$ cat src/rtl/mir_skid_queue.sv
// Microinstruction register stage: a small FIFO between the control store and the datapath.
// It decodes the head entry into datapath control fields, and a flush discards the queue after a taken jump.
module mir_skid_queue #(
    parameter int REG_BUS_WIDTH       = 6,
    parameter int ALU_BUS_WIDTH       = 4,
    parameter int COND_BUS_WIDTH      = 3,
    parameter int JUMP_ADDR_BUS_WIDTH = 11,
    parameter int DEPTH               = 2,
    localparam int MIR_BUS_WIDTH = 3*REG_BUS_WIDTH + 5 + ALU_BUS_WIDTH
                                   + COND_BUS_WIDTH + JUMP_ADDR_BUS_WIDTH,
    localparam int PTR_W = $clog2(DEPTH),
    localparam int CNT_W = PTR_W + 1
) (
    input  logic                           MIR_CLOCK_50,
    input  logic                           MIR_RESET_InLow,
    input  logic [MIR_BUS_WIDTH-1:0]       MIR_Microinstruccion_IN,
    input  logic                           MIR_IN_VALID,
    output logic                           MIR_IN_READY,
    input  logic                           MIR_OUT_READY,
    output logic                           MIR_OUT_VALID,
    input  logic                           MIR_FLUSH_InHigh,
    output logic [CNT_W-1:0]               MIR_COUNT_OUT,
    output logic [REG_BUS_WIDTH-1:0]       MIR_A_OUT,
    output logic [REG_BUS_WIDTH-1:0]       MIR_B_OUT,
    output logic [REG_BUS_WIDTH-1:0]       MIR_C_OUT,
    output logic                           MIR_AMUX_OUT,
    output logic                           MIR_BMUX_OUT,
    output logic                           MIR_CMUX_OUT,
    output logic                           MIR_RD_OUT,
    output logic                           MIR_WR_OUT,
    output logic [ALU_BUS_WIDTH-1:0]       MIR_ALU_OUT,
    output logic [COND_BUS_WIDTH-1:0]      MIR_COND_OUT,
    output logic [JUMP_ADDR_BUS_WIDTH-1:0] MIR_JUMP_ADDR_OUT
);

    localparam logic [CNT_W-1:0] DEPTH_C = CNT_W'(DEPTH);

    logic [MIR_BUS_WIDTH-1:0] storage [DEPTH];
    logic [PTR_W-1:0]         rd_ptr;
    logic [PTR_W-1:0]         wr_ptr;
    logic [CNT_W-1:0]         count;
    logic                     push;
    logic                     pop;
    logic [MIR_BUS_WIDTH-1:0] head;

    // A full queue refuses new words even when the head is being popped in the same cycle.
    assign MIR_IN_READY  = (count < DEPTH_C) && !MIR_FLUSH_InHigh;
    assign MIR_OUT_VALID = (count != '0);
    assign MIR_COUNT_OUT = count;
    assign push          = MIR_IN_VALID && MIR_IN_READY;
    assign pop           = MIR_OUT_VALID && MIR_OUT_READY;

    always_ff @(negedge MIR_CLOCK_50 or negedge MIR_RESET_InLow) begin
        if (!MIR_RESET_InLow) begin
            rd_ptr <= '0;
            wr_ptr <= '0;
            count  <= '0;
            for (int i = 0; i < DEPTH; i++) begin
                storage[i] <= '0;
            end
        end else if (MIR_FLUSH_InHigh) begin
            rd_ptr <= '0;
            wr_ptr <= '0;
            count  <= '0;
        end else begin
            if (push) begin
                storage[wr_ptr] <= MIR_Microinstruccion_IN;
                wr_ptr          <= wr_ptr + 1'b1;
            end
            if (pop) begin
                rd_ptr <= rd_ptr + 1'b1;
            end
            case ({push, pop})
                2'b10:   count <= count + 1'b1;
                2'b01:   count <= count - 1'b1;
                default: count <= count;
            endcase
        end
    end

    // An empty queue presents an all-zero word, which the datapath treats as a NOP.
    assign head = MIR_OUT_VALID ? storage[rd_ptr] : '0;

    assign {MIR_A_OUT, MIR_AMUX_OUT, MIR_B_OUT, MIR_BMUX_OUT, MIR_C_OUT, MIR_CMUX_OUT,
            MIR_RD_OUT, MIR_WR_OUT, MIR_ALU_OUT, MIR_COND_OUT, MIR_JUMP_ADDR_OUT} = head;

endmodule

$ cat config.mk
export PLATFORM = sky130hd
export DESIGN_NAME = mir_skid_queue
export DESIGN_NICKNAME = d
export VERILOG_FILES = /design/src/rtl/mir_skid_queue.sv
export SDC_FILE = /design/constraint.sdc
export NUM_CORES = 1
export LEC_CHECK = 0
export CAP_MARGIN = 25
export CORE_MARGIN = 1
export CORE_UTILIZATION = 30
export DETAILED_ROUTE_END_ITERATION = 10
export HOLD_SLACK_MARGIN = 0.08
export MAX_ROUTING_LAYER = met4
export SLEW_MARGIN = 40
export SYNTH_ARGS = -nofsm -noshare
export SYNTH_HDL_FRONTEND = slang
export SYNTH_SLANG_ARGS = --single-unit
$ cat constraint.sdc
create_clock -name MIR_CLOCK_50 -period 3.2 [get_ports MIR_CLOCK_50]
set_clock_uncertainty 0.05 [all_clocks]
set_input_delay 0.96 -clock MIR_CLOCK_50 [delete_from_list [all_inputs] [get_ports MIR_CLOCK_50]]
set_output_delay 0.96 -clock MIR_CLOCK_50 [all_outputs]
set_load 0.005 [all_outputs]
==> summary.txt <==
Yosys
  – Post-Synthesis Cells: 289
  – Synth Warn #: 0
  – Commonest cells post-synth: dfrtn_1, mux2_4, nor2_1
  – Leading area contributor after synthesis: dfrtn_1
  – Asr flop ratio synth: 100%
  – Synthesized net count: 335
  – Main synth FF type: dfrtn_1
  – Mapped Avg Cell Area: 14.4 sq um
  – Most frequent cell after synthesis: dfrtn_1
  – Register area share after synthesis: 51.8%
  – Post-synth EDFFs: 0
  – Post-Syn Area: 4160 sq um
  – Cell variety after synth: 21
  – Synth area leaders: dfrtn_1, mux2_4, mux2i_1, mux2_2, nor2_1
  – Seq cells post-synth: 86
  – Top cell type's share of synthesized area: 51.8%

STA
  – RSZ-0062 raised after global routing: yes
  – Final hold violation count: 0
  – Fin worst setup slack: -0.985 ns
  – Number of setup violations in the final report: 127
  – Relative slew slack: 84.8%
  – Hold WS: 0.408 ns
  – Slew Viols, Final: 0
  – Worst slew pin tran: 0.228 ns

Final layout
  – Finished layout cell area: 6490 sq um
  – Share of cells above drive strength 1: 53.3%
  – # nets final: 497
  – Multi-input logic area: 1990 sq um
  – Antenna fix cells: 0
  – # fillers: 1196
  – P&R area growth vs syn: 56.2%
  – Sequential cell area: 2150 sq um

Worst setup path
  – WP data required: 2.19 ns
  – Startpoint types: flop
  – CP Data Arrival Time: 3.18 ns
  – Critical path class: flop to output pin
  – Crit end category: output pin
  – Largest fanout on the critical path: 7

Global route
  – Largest net degree at the start of global routing: 37
  – Remaining global-route overflow: 0
  – Total GRT Usage: 17.3%
  – Vias in the first global route: 3219
  – Initial antenna violation count: 0
  – First-pass GRT wire length: 18.1 mm

Floorplan
  – Die X: 120 microns
  – Die Y: 120 microns
  – Std-Cell Rows: 42
  – Die area: 14300 sq um
  – Initial core utilization: 31.0%
  – IO Pins: 91
  – Core ar.: 13400 sq um

Power and ir drop
  – Internal power: 2.82 mW
  – Power share of the clock group: 27.4%
  – Power density over the cells: 582 nW/um^2
  – Total power: 3.78 mW
  – Sw Ratio: 25.4%
  – VDD IR max: 0.000231 V
  – Comb power frac: 30.3%
  – Pleak: 2.99 nW
  – Seq pwr share: 42.3%
  – NetSw: 0.959 mW

Clocking
  – TritonCTS buffer count: 9
  – Clock tree sinks: 86
  – Worst-Skew Late Latency: 0.33 ns
  – CTS Buffer Depth: 2
  – Root Buffer: clkbuf_16
  – CTS tree: built
  – Worst-path clk slew: 0.05 ns
  – H-tree lvl count: 3

Detailed routing
  – Final WL: 11.3 mm
  – Via/cell ratio: 4.53
  – Drt first pass iters: 4
  – Post-DR wirelength/cell: 17.9 microns
  – Final ANT Viol Nets: 0
  – Post-route DRC: 0
  – 1st-iter DRT viols: 74
  – Via Count: 2852

Min path
  – HP Class: flop to flop

Placed design
  – RD Place Congestion: 0.716
  – # port buffers: 90
  – DPL Wire Length: 5.79 mm
  – Placed inst area: 5480 sq um

Run status
  – Failing checks: negative setup slack
  – Status: finished, violations left

Job
  – Max-cap violations: 0
## final timing paths
| check | startpoint | to | slack [ns] | cells past startpoint |
|---|---|---|---|---|
| max | rd_ptr$_DFFE_NN0P_ | MIR_JUMP_ADDR_OUT[7] | -0.99 | 6 |
| min | storage[55]$_DFFE_NN0P_ | storage[55]$_DFFE_NN0P_ | 0.41 | 1 |
| max reg2reg | MIR_COUNT_OUT[1]$_DFFE_NN0P_ | storage[58]$_DFFE_NN0P_ | 1.27 | 7 |
| min reg2reg | storage[55]$_DFFE_NN0P_ | storage[55]$_DFFE_NN0P_ | 0.41 | 1 |
| max in group asynchronous | MIR_RESET_InLow | storage[57]$_DFFE_NN0P_ | 0.82 | 2 |
| min in group asynchronous | MIR_RESET_InLow | storage[7]$_DFFE_NN0P_ | 2.04 | 2 |
## worst max-delay path, cell delays in order, from the launching register on
cell and delay [ns]:
dfrtn_1 0.47, buf_6 0.17, buf_16 0.14, buf_6 0.10
mux2i_2 0.18, nor2_1 0.05, buf_2 0.12
## flip-flops by register name (all words and copies together), names as in the netlist
signal and flops:
storage 82, rd_ptr 1, MIR_COUNT_OUT 2, wr_ptr 1
## cell type report
class / count / area share (%)
Tap cell: 176 / 3.39
Clock inverter: 4 / 0.752
Clock buffer: 10 / 3.68
Timing Repair Buffer: 170 / 28.2
Sequential cell: 86 / 33.2
Inverter: 2 / 0.116
Multi-Input combinational cell: 182 / 30.7
## repair_timing
item	4_1_cts	5_1_grt
pin swaps	20	26
gates resized for setup	253	42
cloned	17	1
endpoints found under the setup margin	131	128
hold buffers	0	0
hold endpoints to repair	0	0
buffers inserted	42	11
## per-stage QoR
stage                     worst slack [ns]  TNS, ns  utilization (%)  instances
final                               -0.985   -70.81             48.4        630
after global placement               -1.10  -126.55             40.9        564
after CTS                            -1.06   -71.24             49.3        637
after floorplan                     -0.504   -51.55                -        289
after global routing                 -1.07   -75.14             48.4        630
after detailed placement             -1.11  -127.26             40.9        564
## cell families (layout without fill, tap and decap cells)
logic type	after synthesis	after routing	synth area share (%)
DFF	86	86	51.8
buffers and inverters	21	186	3.82
AOI/OAI and AO/OA	4	4	0.572
muxes	123	123	37.5
xor gates and xnor gates	3	3	0.632
and+or+nand+nor	52	52	5.66
## power groups by stage
stage / registers [mW] / clock network, mW / logic [mW]
2_1_floorplan: 1.54 / 0 / 0.642
3_3_place_gp: 1.57 / 0 / 0.971
3_5_place_dp: 1.59 / 0 / 0.993
4_1_cts: 1.58 / 1.06 / 1.18
5_1_grt: 1.63 / 1.11 / 1.23
6_report: 1.60 / 1.04 / 1.15
## layer usage
metal	GRT usage (%)	vias to the layer above	wire, microns
met1	21.7	1451	5140
li1	-	1323	-
met4	4.22	0	116
met3	2.90	11	379
met2	29.2	67	5670
met5	-	-	0
## cells in the final DEF, fill, tap and decap left out, types with 6 or more instances in the layout
master,count
clkdlybuf4s50_1,41
mux2_4,82
dfrtn_1,86
mux2i_2,7
buf_12,21
buf_16,6
buf_6,29
nor2_1,42
buf_2,42
buf_8,7
buf_4,21
clkbuf_16,10
mux2i_1,34
(Power assumes the default switching activity.)
